$ cat config.mk
export PLATFORM = sky130hd
export DESIGN_NAME = komut_getir
export DESIGN_NICKNAME = d
export VERILOG_FILES = /design/src/rtl/lab_pkg.sv /design/src/rtl/komut_bellegi.sv /design/src/rtl/komut_getir.sv
export SDC_FILE = /design/constraint.sdc
export NUM_CORES = 1
export LEC_CHECK = 0
export CELL_PAD_IN_SITES_DETAIL_PLACEMENT = 0
export CELL_PAD_IN_SITES_GLOBAL_PLACEMENT = 1
export CORE_MARGIN = 3
export CORE_UTILIZATION = 40
export DETAILED_ROUTE_END_ITERATION = 10
export PLACE_DENSITY = 0.7
export SETUP_SLACK_MARGIN = 0.5
export SKIP_CTS_REPAIR_TIMING = 1
export SYNTH_ARGS = -nofsm -noshare
export SYNTH_HDL_FRONTEND = slang
export SYNTH_SLANG_ARGS = --single-unit
$ cat constraint.sdc
create_clock -name clk -period 4.01 [get_ports clk]
set_input_delay 0.802 -clock clk [delete_from_list [all_inputs] [get_ports clk]]
set_output_delay 0.802 -clock clk [all_outputs]
set_load 0.05 [all_outputs]
$ cat src/rtl/lab_pkg.sv
// lab_pkg -- definitions shared by the fetch stage and the decode stage.
//   MEM_DERINLIK_VARSAYILAN : default instruction-memory depth (32-bit words)
//   DATA_W                  : instruction word width
//   durum_t                 : fetch FSM states BOSTA / GETIR / HATA
//   OP_R/OP_I/OP_U/OP_B     : opcode field values decoded downstream
//   hizali()                : true when a byte address is word aligned
package lab_pkg;

   localparam int MEM_DERINLIK_VARSAYILAN = 32;
   localparam int DATA_W                  = 32;

   typedef enum logic [1:0] {
      BOSTA = 2'd0,
      GETIR = 2'd1,
      HATA  = 2'd2
   } durum_t;

   localparam logic [6:0] OP_R = 7'b0000001;
   localparam logic [6:0] OP_I = 7'b0000011;
   localparam logic [6:0] OP_U = 7'b0000111;
   localparam logic [6:0] OP_B = 7'b0001111;

   function automatic logic hizali(input logic [31:0] adres);
      return (adres[1:0] == 2'b00);
   endfunction

endpackage

$ cat src/rtl/komut_bellegi.sv
// komut_bellegi -- instruction memory, one write port and one synchronous
// read port with a read enable so the read register can hold a word while
// the fetch stage is stalled.
//   clk       : clock
//   reset     : synchronous active-low; clears only the read register
//   yaz_en    : write enable
//   yaz_adres : write word index
//   yaz_veri  : write data
//   oku_en    : read enable (read register updates only when set)
//   oku_adres : read word index
//   okunan    : registered read data, one cycle after oku_en
module komut_bellegi
#(
   parameter int MEM_DERINLIK = 32,
   parameter int DATA_W       = 32
)(
   input  logic                            clk,
   input  logic                            reset,
   input  logic                            yaz_en,
   input  logic [$clog2(MEM_DERINLIK)-1:0] yaz_adres,
   input  logic [DATA_W-1:0]               yaz_veri,
   input  logic                            oku_en,
   input  logic [$clog2(MEM_DERINLIK)-1:0] oku_adres,
   output logic [DATA_W-1:0]               okunan
);

   logic [DATA_W-1:0] mem [MEM_DERINLIK];
   logic [DATA_W-1:0] okunan_p1;

   // Array contents survive reset; a program can be loaded while in reset.
   always_ff @(posedge clk) begin
      if (yaz_en)
         mem[yaz_adres] <= yaz_veri;
   end

   // ---- read stage: a same-cycle write to the read word yields old data ----
   always_ff @(posedge clk) begin
      if (!reset)
         okunan_p1 <= '0;
      else if (oku_en)
         okunan_p1 <= mem[oku_adres];
   end

   assign okunan = okunan_p1;

endmodule

$ cat src/rtl/komut_getir.sv
// komut_getir -- instruction fetch stage: PC, fetch FSM and handshake to
// the decode stage, with the instruction memory in komut_bellegi.
//   clk          : clock
//   reset        : synchronous active-low reset
//   prog_we      : program-load write enable
//   prog_addr    : program-load word index
//   prog_data    : program-load instruction word
//   dallan       : redirect request (taken branch)
//   dallan_adres : redirect byte address
//   komut_ready  : decode stage accepts komut this cycle
//   komut        : fetched instruction word
//   pc_out       : byte address of komut
//   komut_valid  : komut / pc_out valid
//   hata         : sticky misaligned-redirect error
module komut_getir
   import lab_pkg::*;
#(
   parameter int MEM_DERINLIK = MEM_DERINLIK_VARSAYILAN
)(
   input  logic                            clk,
   input  logic                            reset,
   input  logic                            prog_we,
   input  logic [$clog2(MEM_DERINLIK)-1:0] prog_addr,
   input  logic [31:0]                     prog_data,
   input  logic                            dallan,
   input  logic [31:0]                     dallan_adres,
   input  logic                            komut_ready,
   output logic [31:0]                     komut,
   output logic [31:0]                     pc_out,
   output logic                            komut_valid,
   output logic                            hata
);

   localparam int AW = $clog2(MEM_DERINLIK);

   durum_t      durum;
   logic [31:0] pc_p0;      // address of the next word to read
   logic [31:0] pc_p1;      // address of the word in the read register
   logic        vld_p1;
   logic        hata_q;

   logic        yonlendir;
   logic        hizasiz;
   logic        ilerle;

   // The memory read register doubles as the output holding register, so a
   // stall just withholds the read enable; no separate skid entry is needed.
   // A redirect suppresses the read for one cycle, which is what produces
   // the single invalid cycle before the target word appears.
   always_comb begin
      yonlendir = 1'b0;
      hizasiz   = 1'b0;
      ilerle    = 1'b0;
      if (durum == GETIR) begin
         yonlendir = dallan &&  hizali(dallan_adres);
         hizasiz   = dallan && !hizali(dallan_adres);
         ilerle    = !dallan && (!vld_p1 || komut_ready);
      end
   end

   // ---- p0 -> p1: issue the read of pc_p0 into the memory read register ----
   komut_bellegi #(
      .MEM_DERINLIK (MEM_DERINLIK),
      .DATA_W       (DATA_W)
   ) u_bellek (
      .clk       (clk),
      .reset     (reset),
      .yaz_en    (prog_we),
      .yaz_adres (prog_addr),
      .yaz_veri  (prog_data),
      .oku_en    (ilerle),
      .oku_adres (pc_p0[AW+1:2]),
      .okunan    (komut)
   );

   always_ff @(posedge clk) begin
      if (!reset) begin
         durum  <= BOSTA;
         pc_p0  <= '0;
         pc_p1  <= '0;
         vld_p1 <= 1'b0;
         hata_q <= 1'b0;
      end else begin
         case (durum)
            BOSTA: durum <= GETIR;
            GETIR: begin
               if (hizasiz) begin
                  durum  <= HATA;
                  hata_q <= 1'b1;
                  vld_p1 <= 1'b0;
               end else if (yonlendir) begin
                  pc_p0  <= dallan_adres;
                  vld_p1 <= 1'b0;
               end else if (ilerle) begin
                  pc_p1  <= pc_p0;
                  pc_p0  <= pc_p0 + 32'd4;
                  vld_p1 <= 1'b1;
               end
            end
            HATA: begin
               // Only reset leaves the error state.
            end
            default: durum <= BOSTA;
         endcase
      end
   end

   assign pc_out      = pc_p1;
   assign komut_valid = vld_p1;
   assign hata        = hata_q;

endmodule

== After elaboration in Yosys (flattened, before gate mapping) ==
Memories as Yosys holds them, arrays and structs flattened. A register that Yosys moved wholly into a read port is not among the register bits.
Cells that the tools add are included.
Storage, ports and cells
  output and inout bits: 66
  register bits after elaboration: 68
  memories: 1
  RAM bits: 1024
Cells by class
  multiplexer cells: 12
  reduce and logical (&&, ||, !) cells: 17
  eq/ne operators: 3
  add/sub/neg operators: 1
  bitwise logic cells: 3
Memories
  u_bellek.mem: words 32, bits a word 32, read ports 1, clocked after Yosys merged registers in 1, write ports 1, line komut_bellegi.sv:27  | logic [DATA_W-1:0] mem [MEM_DERINLIK];
Operators with widths (number)
  $mux 32: 2
  $add 32x3->32 const B: 1
  $mux 1: 8
  $pmux 2 s3: 1
  $reduce_and 2->1: 3
  $logic_not 1->1: 4
  $logic_not 2->1: 2
  $reduce_and 4->1: 1
  $logic_and 1x1->1: 3
  $not 1->1: 3
  $reduce_and 3->1: 1
  $reduce_bool 3->1: 1
  $eq 2x1->1 const B: 1
  $eq 2x2->1 const B: 1
  $mux 2: 1
  $ne 2x2->1 const B: 1
  $reduce_bool 2->1: 1
  $logic_or 1x1->1: 1

== Depth between registers and ports, before layout ==
Gate-level depths: netlist (run 1).
  word-level depth: 7
  depth in mapped cells: 8
  depth with buffers taken out: 5

== Hierarchy ==
From an unflattened synthesis (run 1), not the netlist that was laid out.
Second synthesis, totals
  cells, all modules: 2613
  area total of the unflattened synthesis: 43778.2 um^2
Modules (own cells, without submodules)
  komut_bellegi: cells each 2238, area each 40747.8 um^2, instances 1
  komut_getir: cells each 375, area each 3030.4 um^2, instances 1

== Least setup slack after synthesis (run 1) ==
OpenSTA, ideal clock, no wires.
  path type: input-to-reg
  from: input port prog_addr[1]
  to: memory u_bellek.mem[12][0] (enable)
  cell stages on the path: 3
  setup time: 0.421 ns
  data required time: 3.589 ns
  setup slack: 0.774 ns
  arrival: 2.815 ns
  cells stage by stage: or3b_2 -> clkbuf_1 -> nor2_1
RTL lines
  from (decl): line komut_getir.sv:23  | input logic [$clog2(MEM_DERINLIK)-1:0] prog_addr,
  to (decl): line komut_bellegi.sv:27
No word-level cell before the write port.

== Final worst setup path (run 1) ==
  from: register u_bellek.okunan_p1[19] (netlist: u_bellek.okunan[19]), read port of u_bellek.mem
  to: output port komut[19]
RTL lines
  from (decl): line komut_bellegi.sv:28  | logic [DATA_W-1:0] okunan_p1;
  to (decl): line komut_getir.sv:28  | output logic [31:0] komut,
No word-level cell between the ends.

==> impl_metrics.toml, run 1 <==
[critical_path]
critPathArrivalTime_ns = 2.07
end_kind = "output port"
r2r_end = "u_bellek.okunan[10]$_SDFFE_PN0P_"
crit_fanout = 2
crit_cells = 1
crit_path_end = "komut[19]"
cp-start-kind = "flip-flop"
r2r_slack_ns = 1.26
slowest_delay_ns = 0.89
cp_num_buf_inv = 1
critPathSlowestCell = "clkdlybuf4s50_1"
r2r.worst_path.cells = 5
critPathRequiredTime_ns = 3.21
critPathTopFamily = "buffers and inverters"
path_cells = "clkdlybuf4s50_1"
timing.rr.start = "pc_p0[2]$_SDFFE_PN0P_"
setup.worst_path.start = "u_bellek.okunan[19]$_SDFFE_PN0P_"
criticalPathCategory = "reg2out"

[finish]
syn_to_final_growth_pct = 17.38
regArea_mm2 = 0.03276
final_cell_mix = "edfxtp_1, mux2i_1, mux4_2"
layout.cell_area.non_filler_mm2 = 0.05061
nFillCells = 8605
stdcell_count = 3884
multi_input_area_mm2 = 0.01006
final_nets = 2477
drive_gt1_frac = 0.2143
final_common_cell = "edfxtp_1"
final_util = 0.4767

[global_routing]
grt_use_total = 0.1902
grt_overflow = 0
grt-busiest-layer = "met2"
grt_util_met1 = 0.2719
grt_pass1_vias = 22720
grtUsageMet2 = 0.3049
met3_usage = 0.03674
antenna_found_initial = 3
grt_pass1_wl_um = 156700
grt_start_max_net_pins = 62

[clock_tree]
clock-sinks = 1124
clkTransAtPathRegs_ns = 0.06
clkLatencyLatePin_ns = 0.67
cts_buffer_depth = 3
root_buffer = "clkbuf_16"
htreeDepth = 3
tritoncts = "yes"
numCtsBuffers = 110

[synth]
synth_area_per_cell_um2 = 19.69
synth_area_mm2 = 0.04312
ys_seq_area_frac = 0.7596
async_flop_share = 0
yosys_warnings = 0
synth-edff-count = 1024
synth_seq_cells = 1124
ys.flop_type = "edfxtp_1"
synth_nets = 2265
postSynthCellCount = 2190
synth.distinct_cells = 54

[route]
first_pass_iters = 5
drcViolationCount = 0
postRouteWirelength_um = 106700
drtAntennaViolNets = 0
vias = 22170
drt_iter0_drc = 2270
vias_per_cell = 5.707
wl_per_cell_um = 27.46

[timing]
finalHoldViolCount = 0
final-max-slew-violation-count = 0
whs_ns = 0.4562
skew_ns = 0.03251
worstMarginPinSlew_ns = 1.357
relSlewSlack = 0.09247
final.setup.tns_ns = 0
min_period_ns = 2.875
fmax_ghz = 0.3479
setup_viol = 0
fin_crit_sh = 0.7169
rsz0062_at_grt = "false"

[run]
maxCapViolCount = 0

[die]
die_w_um = 334.3
core_mm2 = 0.1062
dieArea_mm2 = 0.1118
num_rows = 119
pin_count = 140
initial_utilization = 0.4062
die_y_um = 334.3

[worst_hold_path]
min_path_type = "reg2reg"

[outcome]
run_status = "finished, final reports clean"

[placement]
place_area_mm2 = 0.04701
dpl.hpwl_um = 63160
numPortBuffers = 139
dp.cells = 3681
gp_congestion = 0.8165

[power_and_ir_drop]
power-per-cell-area_mw_per_mm2 = 495.5
p_leak_nw = 15.16
peakVddDrop_mv = 0.3276
## worst min path at each step
stage	startpoint	endpoint	slack, ns	cells past startpoint
after floorplan	pc_p0[0]$_SDFFE_PN0P_	pc_out[0]$_SDFFE_PN0P_	0.43	2
after global placement	pc_out[30]$_SDFFE_PN0P_	pc_out[30]$_SDFFE_PN0P_	0.44	2
after detailed placement	pc_out[21]$_SDFFE_PN0P_	pc_out[21]$_SDFFE_PN0P_	0.45	2
after CTS	pc_out[21]$_SDFFE_PN0P_	pc_out[21]$_SDFFE_PN0P_	0.46	2
after global routing	pc_out[0]$_SDFFE_PN0P_	pc_out[0]$_SDFFE_PN0P_	0.47	2
final	pc_out[3]$_SDFFE_PN0P_	pc_out[3]$_SDFFE_PN0P_	0.46	2
## state kept, by name (all words and copies together), names as in the netlist
signal	cells
pc_out	32
pc_p0	32
u_bellek.mem	1024
u_bellek.okunan	32
hata	1
komut_valid	1
durum	2
## cell usage after synthesis, drive strengths merged, types with 2 or more instances
cell | count | area share
inv | 8 | 0.00070
o21ai | 12 | 0.0014
nor2b | 4 | 0.00064
nand3b | 5 | 0.00087
a22oi | 64 | 0.011
edfxtp | 1024 | 0.71
mux2 | 32 | 0.0084
dfxtp | 100 | 0.046
or3b | 3 | 0.00061
and4 | 5 | 0.0011
o22a | 32 | 0.0065
nor4 | 8 | 0.0024
nor3b | 2 | 0.00046
and3 | 3 | 0.00044
nor2 | 52 | 0.0045
or3 | 4 | 0.00058
and2 | 4 | 0.00058
nand2 | 119 | 0.010
o22ai | 8 | 0.0012
xnor2 | 18 | 0.0037
nand4 | 11 | 0.0016
mux4 | 192 | 0.10
a211oi | 9 | 0.0016
buf | 69 | 0.0080
a31oi | 33 | 0.0048
nand3 | 11 | 0.0013
or4b | 2 | 0.00064
nor4b | 3 | 0.00061
xor2 | 8 | 0.0016
clkbuf | 63 | 0.0055
mux2i | 193 | 0.045
a32oi | 32 | 0.0065
a21oi | 43 | 0.0050
nor3 | 5 | 0.00081
## power breakdown
part	internal (mW)	switching, mW
clock	6.04	4.22
sequential	12.9	0.110
combinational	0.727	1.04
## layout make-up
class	instances	share of cell area
Inverter	8	0.0006180
Antenna cell	1	0.00004944
Tap cell	1391	0.03439
Timing Repair Buffer	232	0.04771
Sequential cell	1124	0.6473
Clock buffer	146	0.05891
Multi-Input combinational cell	926	0.1987
Clock inverter	56	0.01229
## metal layers
metal,vias to the layer above,wire length [um]
li1,9423,-
met1,11760,45710
met2,848,50950
met3,140,8108
met4,0,1890
met5,-,0
## cell families (layout without fill, tap and decap cells)
| kind of cell | Yosys count | count (layout) | share of synthesized area |
|---|---|---|---|
| xor+xnor | 26 | 26 | 0.005281 |
| mux | 417 | 417 | 0.1534 |
| flops | 1124 | 1124 | 0.7596 |
| other cells | 0 | 1 | 0 |
| fa+ha+maj | 1 | 1 | 0.0002901 |
| buf+inv | 140 | 442 | 0.01422 |
| compound gates | 239 | 239 | 0.03923 |
| simple gates | 243 | 243 | 0.02797 |
## metrics by stage
stage               worst slack (ns)  total power [mW]
floorplan                     0.7739             14.31
global placement              0.7129             15.05
detailed placement            0.6519             15.09
CTS                            1.109             25.29
global route                   1.061             25.87
finish                         1.135             25.08
Note: power is estimated with default switching activity, not from simulation.
==> run 2, diff against run 1 <==
--- a/config.mk
+++ b/config.mk
@@ -10,7 +10,7 @@
 export CORE_MARGIN = 3
 export CORE_UTILIZATION = 40
 export DETAILED_ROUTE_END_ITERATION = 10
-export PLACE_DENSITY = 0.7
+export PLACE_DENSITY = 0.72
 export SETUP_SLACK_MARGIN = 0.5
 export SKIP_CTS_REPAIR_TIMING = 1
 export SYNTH_ARGS = -nofsm -noshare
==> constraint.sdc (replaced) <==
create_clock -name clk -period 2.6 [get_ports clk]
set_input_delay 0.52 -clock clk [delete_from_list [all_inputs] [get_ports clk]]
set_output_delay 0.52 -clock clk [all_outputs]
set_load 0.05 [all_outputs]
==> impl_metrics.toml, run 2 (synthesis gave the netlist of run 1 again) <==
[finish]
layout.cell_area.non_filler_mm2 = 0.05320
antenna_cells = 0
top_register = "u_bellek.mem"
stdcell_count = 4035
largest_reg_flops = 1024
syn_to_final_growth_pct = 23.38
drive_gt1_frac = 0.2833
final_cell_mix = "edfxtp_1, mux4_2, mux2i_1"
final_common_cell = "edfxtp_1"
final_util = 0.5011
final_nets = 2623

[placement]
place_ws_ns = -0.08839
numPortBuffers = 139
dp.cells = 3747
gp_congestion = 0.7900
place_area_mm2 = 0.04793
dpl.hpwl_um = 61750

[clock_tree]
cts_buffer_depth = 3
clock-sinks = 1124
htreeDepth = 3
numCtsBuffers = 109
root_buffer = "clkbuf_16"
tritoncts = "yes"
clkTransAtPathRegs_ns = 0.06
clkLatencyLatePin_ns = 0.68

[power_and_ir_drop]
internal_power_mw = 30.56
p_leak_nw = 17.28
p_seq_frac = 0.514
power.share.clock = 0.399
p_switching_mw = 8.499
switching_share = 0.2176
pwr-share-comb = 0.087
power-per-cell-area_mw_per_mm2 = 734.1
peakVddDrop_mv = 0.4970

[outcome]
run_status = "finished, final reports clean"

[timing]
skew_ns = 0.02512
worstMarginPinSlew_ns = 0.7604
final.setup.worst_slack_ns = 0.3745
fmax_ghz = 0.4493
finalHoldViolCount = 0
fin_crit_sh = 0.8559
relSlewSlack = 0.4919
min_period_ns = 2.225
rsz0062_at_grt = "true"
final-max-slew-violation-count = 0
setup_viol = 0

[critical_path]
cp-start-kind = "flip-flop"
r2r_slack_ns = 0.37
end_kind = "flip-flop"
criticalPathCategory = "reg2reg"
critPathArrivalTime_ns = 2.78
crit_fanout = 7
critPathRequiredTime_ns = 3.15

[die]
pin_count = 140
core_mm2 = 0.1062
initial_utilization = 0.4062
num_rows = 119
die_w_um = 334.3
die_y_um = 334.3
dieArea_mm2 = 0.1118

[route]
drtAntennaViolNets = 0
wl_per_cell_um = 26.58
vias = 22610
postRouteWirelength_um = 107300
vias_per_cell = 5.604
drt_iter0_drc = 2359
first_pass_iters = 5
drcViolationCount = 0

[global_routing]
grt_pass1_wl_um = 150700
grt_overflow = 0
grt_start_max_net_pins = 78
grt_pass1_vias = 22570
grt_use_total = 0.1810
antenna_found_initial = 0

[worst_hold_path]
min_path_type = "in2reg"

[run]
maxCapViolCount = 0
[run 2: cell types whose count changed in the layout (fill, tap and decap cells not counted), moves of 9 or more]
cell,before,now
buf_6,0,16
clkbuf_2,0,13
buf_4,67,123
buf_16,0,11
mux2i_4,0,17
buf_8,0,9
mux2i_1,193,160
dlymetal6s2s_1,0,53
clkdlybuf4s50_1,139,73
mux2i_2,0,16
buf_12,26,63
clkbuf_16,113,126
[run 2: area by class of cell]
cell class | instances | area [um^2]
flip-flops and latches | 1124 | 32760
multi-input cells | 927 | 10430
fillers | 8350 | 52960
clock inverters | 59 | 599.3
clock buffers | 148 | 2954
inverters | 8 | 30.03
well taps | 1391 | 1740
repair buffers | 378 | 4687
[run 2: per-layer routing]
layer | GRT usage | share of wire | vias to the layer above
met4 | 0.04633 | 0.017 | 0
met2 | 0.2937 | 0.48 | 909
met3 | 0.02979 | 0.077 | 119
met5 | 0 | 0 | -
met1 | 0.2563 | 0.42 | 11860
li1 | - | - | 9721
[run 2: metrics by stage]
| step | TNS (ns) | hold slack, ns | power, mW |
|---|---|---|---|
| 2_1_floorplan | -0.7528 | 0.4275 | 22.07 |
| 3_3_place_gp | -0.1544 | 0.4472 | 23.21 |
| 3_5_place_dp | -0.7701 | 0.4501 | 23.27 |
| 4_1_cts | -0.07721 | 0.3782 | 38.73 |
| 5_1_grt | 0 | 0.4314 | 40.30 |
| 6_report | 0 | 0.4202 | 39.06 |
[run 2: path summary, 6_finish.rpt]
check        cells after the start                          endpoint               startpoint
max                              9  u_bellek.okunan[15]$_SDFFE_PN0P_    pc_p0[2]$_SDFFE_PN0P_
min                              3            pc_p0[29]$_SDFFE_PN0P_         dallan_adres[29]
max reg2reg                      9  u_bellek.okunan[15]$_SDFFE_PN0P_    pc_p0[2]$_SDFFE_PN0P_
min reg2reg                      2           pc_out[22]$_SDFFE_PN0P_  pc_out[22]$_SDFFE_PN0P_
[run 2: critical path: stages, from the launching register on]
cell and delay, ns:
dfxtp_4 0.42, buf_12 0.12, buf_16 0.15, buf_12 0.12, buf_16 0.12, buf_12 0.14
mux4_2 0.49, mux2_2 0.31, nand2_1 0.12, a31oi_1 0.10
[run 2: power by group through the flow]
stage	sequential, mW	combinational [mW]	clock [mW]
3_3_place_gp	20.5	2.76	0
3_5_place_dp	20.5	2.80	0
5_1_grt	20.1	3.59	16.6
2_1_floorplan	20.5	1.53	0
4_1_cts	20.1	2.81	15.8
6_report	20.1	3.40	15.6
